**config.mk**
```make
export PLATFORM = sky130hd
export DESIGN_NAME = ps2_key_decoder
export DESIGN_NICKNAME = d
export VERILOG_FILES = /design/src/rtl/ps2_key_decoder.sv
export SDC_FILE = /design/constraint.sdc
export NUM_CORES = 1
export LEC_CHECK = 0
export ABC_CLOCK_PERIOD_IN_PS = 7300
export BUFFER_PORTS_ARGS = -buffer_cell sky130_fd_sc_hd__buf_2
export CAP_MARGIN = 20
export CELL_PAD_IN_SITES_DETAIL_PLACEMENT = 1
export CELL_PAD_IN_SITES_GLOBAL_PLACEMENT = 1
export CORE_ASPECT_RATIO = 1.2
export CORE_MARGIN = 1.5
export CORE_UTILIZATION = 50
export DETAILED_ROUTE_END_ITERATION = 8
export GPL_ROUTABILITY_DRIVEN = 0
export PLACE_DENSITY = 0.79
export SLEW_MARGIN = 40
export SYNTH_ARGS = -nofsm -noshare
export SYNTH_HDL_FRONTEND = slang
export SYNTH_SLANG_ARGS = --single-unit
```
**constraint.sdc**
```tcl
create_clock -name clk_sys -period 7.3 [get_ports clk_sys]
set_input_delay 0.365 -clock clk_sys [delete_from_list [all_inputs] [get_ports clk_sys]]
set_output_delay 0.365 -clock clk_sys [all_outputs]
set_load 0.02 [all_outputs]
```
**src/rtl/ps2_key_decoder.sv**
```systemverilog
// PS/2 keyboard deserialiser: conditions the raw clock/data lines, frames 11-bit serial bytes
// and folds E0/F0 prefixes into the {toggle, pressed, extended, code} key event word.
module ps2_key_decoder #(
   parameter int unsigned FILTER_LEN  = 4,
   parameter int unsigned TIMEOUT_CYC = 12000
) (
   input  logic        clk_sys,
   input  logic        reset_n,
   input  logic        ps2_clk_i,
   input  logic        ps2_data_i,
   output logic [10:0] ps2_key_o,
   output logic [7:0]  byte_o,
   output logic        byte_stb_o,
   output logic        err_stb_o,
   output logic [7:0]  err_count_o
);

   localparam int unsigned FW = $clog2(FILTER_LEN + 1);
   localparam int unsigned TW = $clog2(TIMEOUT_CYC + 1);

   typedef enum logic [1:0] {StIdle, StRecv, StCheck, StDecode} state_e;

   logic          r_clk_meta, r_clk_sync, r_dat_meta, r_dat_sync;
   logic          r_filt, r_filt_prev;
   logic [FW-1:0] r_fcnt;
   state_e        r_state, w_state_d;
   logic [3:0]    r_bitcnt, w_bitcnt_d;
   logic [9:0]    r_frame, w_frame_d;
   logic [TW-1:0] r_tcnt, w_tcnt_d, w_tcnt_inc;
   logic          r_ext, w_ext_d, r_brk, w_brk_d;
   logic [10:0]   r_key, w_key_d;
   logic [7:0]    r_byte, w_byte_d;
   logic          r_byte_stb, w_byte_stb_d, r_err_stb, w_err_stb_d;
   logic [7:0]    r_err_cnt;
   logic          w_fall;

   // Both lines idle high, so the synchronisers and the filter reset to 1.
   always_ff @(posedge clk_sys or negedge reset_n) begin
      if (!reset_n) begin
         r_clk_meta  <= 1'b1;
         r_clk_sync  <= 1'b1;
         r_dat_meta  <= 1'b1;
         r_dat_sync  <= 1'b1;
         r_filt      <= 1'b1;
         r_filt_prev <= 1'b1;
         r_fcnt      <= '0;
      end else begin
         r_clk_meta  <= ps2_clk_i;
         r_clk_sync  <= r_clk_meta;
         r_dat_meta  <= ps2_data_i;
         r_dat_sync  <= r_dat_meta;
         r_filt_prev <= r_filt;
         if (r_clk_sync != r_filt) begin
            if (r_fcnt == FW'(FILTER_LEN - 1)) begin
               r_filt <= ~r_filt;
               r_fcnt <= '0;
            end else begin
               r_fcnt <= r_fcnt + 1'b1;
            end
         end else begin
            r_fcnt <= '0;
         end
      end
   end

   assign w_fall     = r_filt_prev & ~r_filt;
   assign w_tcnt_inc = r_tcnt + 1'b1;

   always_comb begin
      w_state_d    = r_state;
      w_bitcnt_d   = r_bitcnt;
      w_frame_d    = r_frame;
      w_tcnt_d     = r_tcnt;
      w_ext_d      = r_ext;
      w_brk_d      = r_brk;
      w_key_d      = r_key;
      w_byte_d     = r_byte;
      w_byte_stb_d = 1'b0;
      w_err_stb_d  = 1'b0;
      unique case (r_state)
         StIdle: begin
            w_tcnt_d = '0;
            if (w_fall && !r_dat_sync) begin
               w_bitcnt_d = 4'd1;
               w_state_d  = StRecv;
            end
         end
         StRecv: begin
            // Shifting in at the MSB leaves {stop, parity, code[7:0]} after ten bits.
            if (w_fall) begin
               w_frame_d  = {r_dat_sync, r_frame[9:1]};
               w_tcnt_d   = '0;
               w_bitcnt_d = r_bitcnt + 4'd1;
               if (r_bitcnt == 4'd10) w_state_d = StCheck;
            end else if (w_tcnt_inc == TW'(TIMEOUT_CYC)) begin
               w_err_stb_d = 1'b1;
               w_ext_d     = 1'b0;
               w_brk_d     = 1'b0;
               w_state_d   = StIdle;
            end else begin
               w_tcnt_d = w_tcnt_inc;
            end
         end
         StCheck: begin
            if (r_frame[9] && (^r_frame[8:0])) begin
               w_state_d = StDecode;
            end else begin
               w_err_stb_d = 1'b1;
               w_ext_d     = 1'b0;
               w_brk_d     = 1'b0;
               w_state_d   = StIdle;
            end
         end
         StDecode: begin
            w_byte_d     = r_frame[7:0];
            w_byte_stb_d = 1'b1;
            w_state_d    = StIdle;
            case (r_frame[7:0])
               8'hE0: w_ext_d = 1'b1;
               8'hF0: w_brk_d = 1'b1;
               8'hAA, 8'hFA, 8'hEE, 8'hFE, 8'h00, 8'hFF: begin
                  w_ext_d = 1'b0;
                  w_brk_d = 1'b0;
               end
               default: begin
                  w_key_d = {~r_key[10], ~r_brk, r_ext, r_frame[7:0]};
                  w_ext_d = 1'b0;
                  w_brk_d = 1'b0;
               end
            endcase
         end
         default: w_state_d = StIdle;
      endcase
   end

   always_ff @(posedge clk_sys or negedge reset_n) begin
      if (!reset_n) begin
         r_state    <= StIdle;
         r_bitcnt   <= '0;
         r_frame    <= '0;
         r_tcnt     <= '0;
         r_ext      <= 1'b0;
         r_brk      <= 1'b0;
         r_key      <= '0;
         r_byte     <= '0;
         r_byte_stb <= 1'b0;
         r_err_stb  <= 1'b0;
         r_err_cnt  <= '0;
      end else begin
         r_state    <= w_state_d;
         r_bitcnt   <= w_bitcnt_d;
         r_frame    <= w_frame_d;
         r_tcnt     <= w_tcnt_d;
         r_ext      <= w_ext_d;
         r_brk      <= w_brk_d;
         r_key      <= w_key_d;
         r_byte     <= w_byte_d;
         r_byte_stb <= w_byte_stb_d;
         r_err_stb  <= w_err_stb_d;
         if (w_err_stb_d && (r_err_cnt != 8'hFF)) r_err_cnt <= r_err_cnt + 8'd1;
      end
   end

   assign ps2_key_o   = r_key;
   assign byte_o      = r_byte;
   assign byte_stb_o  = r_byte_stb;
   assign err_stb_o   = r_err_stb;
   assign err_count_o = r_err_cnt;

endmodule
```
==> After elaboration in Yosys (flattened, before gate mapping) <==
Index checks and enable logic that the tools add are counted.
{ "word_totals": {"ff_bits": 70, "out_inout_bits": 29, "word_cells": 96} }
{ "op_classes": {"add_sub_neg": 4, "n_eq_ne": 25, "muxes": 26, "bitwise": 5, "reduce_logical": 18} }
{ "op_table": {"columns": ["op", "n"], "rows": [
  ["$eq A8 B8 Y1 const B", 7],
  ["$mux W14", 2],
  ["$pmux W14 S2", 1],
  ["$add A14 B1 Y14 const B", 1],
  ["$eq A14 B14 Y1 const B", 1],
  ["$ne A2 B2 Y1 const B", 7],
  ["$mux W2", 5],
  ["$reduce_and A5 Y1", 2],
  ["$ne A3 B3 Y1 const B", 3],
  ["$reduce_xor A9 Y1", 1],
  ["$add A8 B1 Y8 const B", 1],
  ["$logic_not A8 Y1", 1],
  ["$mux W4", 2],
  ["$ne A8 B8 Y1 const B", 1],
  ["$pmux W2 S4", 1],
  ["$pmux W4 S2", 1],
  ["$reduce_and A2 Y1", 4],
  ["$reduce_or A8 Y1", 1],
  ["$mux W1", 7],
  ["$mux W3", 2],
  ["$pmux W1 S2", 3],
  ["$pmux W1 S3", 2],
  ["$reduce_and A3 Y1", 2],
  ["$add A4 B1 Y4 const B", 1],
  ["13 further kinds", 19]
]} }

==> Depth between registers and ports, before layout <==
{ "logic_depth": {"depth_word": 6, "mapped_depth": 11, "ltp_nobuf": 9} }

==> Worst setup path before layout <==
Ideal clock, no wire load.
{ "synth_timing": {"kind": "reg2reg", "startpoint": "reg r_tcnt[0]", "endpoint": "reg r_tcnt[11]", "setup_time_ns": 0.120, "t_arrival_ns": 2.346, "required_time_ns": 7.180, "setup_slack_ns": 4.834, "stages_incl_launch_ff": 11, "period_less_slack_ns": 2.466, "path_cell_list": "dfrtp_1 > ha_1 > buf_6 > and3_4 > buf_6 > o2111ai_1 > a32oi_2 > or2_1 > or3_4 > a32o_1 > a31o_2"} }
{ "synth_between": {"elab_chain_cells": 4, "elab_cells_between_ends": 7, "cone_classes": "add/sub (1); eq/ne (2); mux (3); reduce/logical (1)"} }
{ "synth_lines": {"columns": ["item", "line_no", "source"], "rows": [
  ["start: declaration", "29", "logic [TW-1:0] r_tcnt, w_tcnt_d, w_tcnt_inc;"],
  ["start signal: assignment", "153", "r_tcnt <= w_tcnt_d;"],
  ["$add A14 B1 Y14 (*)", "67", "assign w_tcnt_inc = r_tcnt + 1'b1;"],
  ["$eq A14 B14 Y1 / $mux W14 (equally long branches)", "95", "end else if (w_tcnt_inc == TW'(TIMEOUT_CYC)) begin"],
  ["$ne A3 B3 Y1 (no source line) / $mux W14 (equally long branches)", null, null],
  ["$reduce_and A2 Y1 (no source line) / $pmux W14 S2 (equally long branches)", null, null]
]} }
Mark *: on every way between the ends. The rest lies on a longest branch, timed or not. The select of a mux whose other input is x is not followed.
A chain may end at the register's enable or synchronous reset.

==> Final worst setup path <==
Same ends and word-level chain as after synthesis.

==> metrics.txt <==
pwr dens approximately 340 nW/um^2; top_reg_cell synth dfrtp_1; Tcrit/Tclk final about two fifths; commonest cells in the netlist dfrtp_1 (64), nand2_1 (32), o21ai_0 (28); postcts setup bufs 0; status finished clean; Leak 2.00 nW; Max-slew headroom between 50% and 60%; largest net degree at the start of global routing 71; Rows 34; final setup vio count 0; number of synthesized flops with an enable pin 0; Reg clk slew, reported paths roughly 0.080 ns; top cell type's share of synthesized area roughly 43%; CP max stage delay 0.47 ns; worst-path cell chain ha_1 > and4_2 > and4b_1 > nor3_1 > nor3_1 > or3_1 > a31o_2; post-synthesis sequential element count 70; Max Fclk approximately 360 MHz; # H-tree levels 3; endpoints failing hold 0; Crit Path Max Fanout 9; TritonCTS clock tree yes; Detail Route Antenna Nets 0; clk_lat worst skew approximately 0.35 ns; Avg WL per Cell around 18 microns; critical path type reg2reg; clk_skew about 0.010 ns; arrival time at the worst endpoint 3.02 ns; cell with the most instances after synthesis dfrtp_1; register area share after synthesis 47.5%; total power about 0.0014 W; Min-Delay Path Class in2async; VDD IR max 0.170 mV; Syn Std Cell Area about 3700 sq um; Worst R2R Setup Slack approximately 4.5 ns; Post-CTS Resized 0; number of DRC markers in iteration 0 between 100 and 150; GRT Overall Usage 23.4%; CORE AREA 7230 sq um; Port-buffer cells 32; cell taking the most area after synthesis dfrtp_1; Die Area around 8000 sq um; DRT Pass-1 Iters 4; Startpoint Class flip-flop; Die Span Y about 97 microns; # diodes 0; Yosys cell types between 60 and 70; die width about 80 microns; layout cells sized above 1 a little under a quarter; total wire length 8400 microns; clk sinks 70; Synth area leaders dfrtp_1 (43%), ha_1 (7.4%), mux2_2 (7.3%); cells on worst reg2reg path 7; initial antenna violation count 0; # fillers roughly 800; DR vias/cell a little under 6; Cells after Synth ~350; max-cap violations 0; Most common cell on crit path nor3_1; Post-Syn Nets around 370; Area Growth Syn to Fin 10.3%; hold buffers post-CTS 0; DP HPWL about 5700 microns; Worst setup EP type flip-flop; fraction of registers with async set or reset after synthesis 100%; fin crit period about 2.8 ns; Final Slew Violations 0; layout net count about 400; Starting Density about half; RSZ-0062 raised after global routing false; setup_tns 0 ns; Root Buffer clkbuf_8; number of top-level pins 33; slowest CP cell dfrtp_1; measured slew at the worst slew-check pin 0.726 ns; DR vias roughly 2700; DRC 0; gr ovfl total 0; CTS Buffer Depth 2; total CTS buffers 9; CP required 7.54 ns; syn_area_per_cell about 11 sq um; synth warn 0; first-pass GRT wire length ~14000 microns; vias in the first global route slightly below 3000
-- logic make-up (layout without fill, tap and decap cells) --
group           Yosys count  in the layout  synth area share [%]
compound gates           78             78                  13.4
xor+xnor                 13             13                  3.45
fa+ha+maj                22             22                  7.43
buf+inv                  29             65                  3.99
flops                    70             70                  47.5
mux                      26             26                  7.84
simple gates            108            108                  16.4
-- critical path, delay by kind of cell (launching register included) --
family / cells / cell delay, ns
AND/OR/NAND/NOR: 5 / 1.61
flip-flops: 1 / 0.47
adder cells (fa/ha/maj): 1 / 0.33
AO/OA/AOI/OAI: 1 / 0.25
-- through the flow --
stage               util (%)  setup slack, ns  std cells  hold slack [ns]  cell area [sq um]
CTS                     56.5             4.52        472            0.106               4090
detailed placement      54.0             4.54        456            0.347               3900
floorplan                  -             4.83        346           0.0694               3700
global placement        53.9             4.55        456            0.346               3900
global route            56.5             4.30        472            0.108               4090
finish                  56.5             4.52        472            0.106               4090
-- layout by cell type, fill, tap and decap left out, drive strengths merged, types with 5 or more instances in the layout --
cell type,n
a21o,6
a21oi,14
and3,12
buf,34
clkbuf,12
dfrtp,64
dfstp,6
ha,22
inv,15
mux2,24
nand2,32
nand3,12
nor2,13
nor3,5
o21ai,32
xnor2,10
-- power by group --
group | leakage [nW] | switching, W | internal, W | total, W
combinational | 0.978 | 0.000321 | 0.000215 | 0.000536
sequential | 0.926 | 0.0000782 | 0.000470 | 0.000548
clock | 0.0904 | 0.000145 | 0.000157 | 0.000302
total | 2.00 | 0.000544 | 0.000842 | 0.00139
-- final timing paths --
| path | from | end |
|---|---|---|
| max in group asynchronous | reset_n | r_bitcnt[0] |
| worst max register to register | r_tcnt[0] | r_tcnt[11] |
| min in group clk_sys | ps2_data_i | r_dat_meta |
| worst min-delay path | reset_n | r_tcnt[10] |
| worst min register to register | r_clk_meta | r_clk_sync |
| worst max-delay path | r_tcnt[0] | r_tcnt[11] |
-- flip-flops by register name, summed over array words and instances, names as in the netlist, 2 cells and up --
| register | flops |
|---|---|
| err_count_o | 8 |
| byte_o | 8 |
| r_tcnt | 14 |
| r_frame | 10 |
| r_bitcnt | 4 |
| r_fcnt | 3 |
| r_state | 2 |
| ps2_key_o | 11 |
-- metal layers --
layer  part of all wire (%)  track usage (%)
met1                     45             30.1
met2                     50             38.8
met3                    2.8             4.60
met4                    1.8             8.22
met5                      0                0
-- layout make-up --
cell class                      instances  area [sq um]  area share (%)
Multi-Input combinational cell        247          1800            44.0
Clock inverter                          4          47.5            1.16
Timing Repair Buffer                   34           179            4.38
Clock buffer                           12           135            3.31
Inverter                               15          56.3            1.38
Sequential cell                        70          1760            43.0
Tap cell                               90           113            2.76
Power figures use the tool's default switching activity.
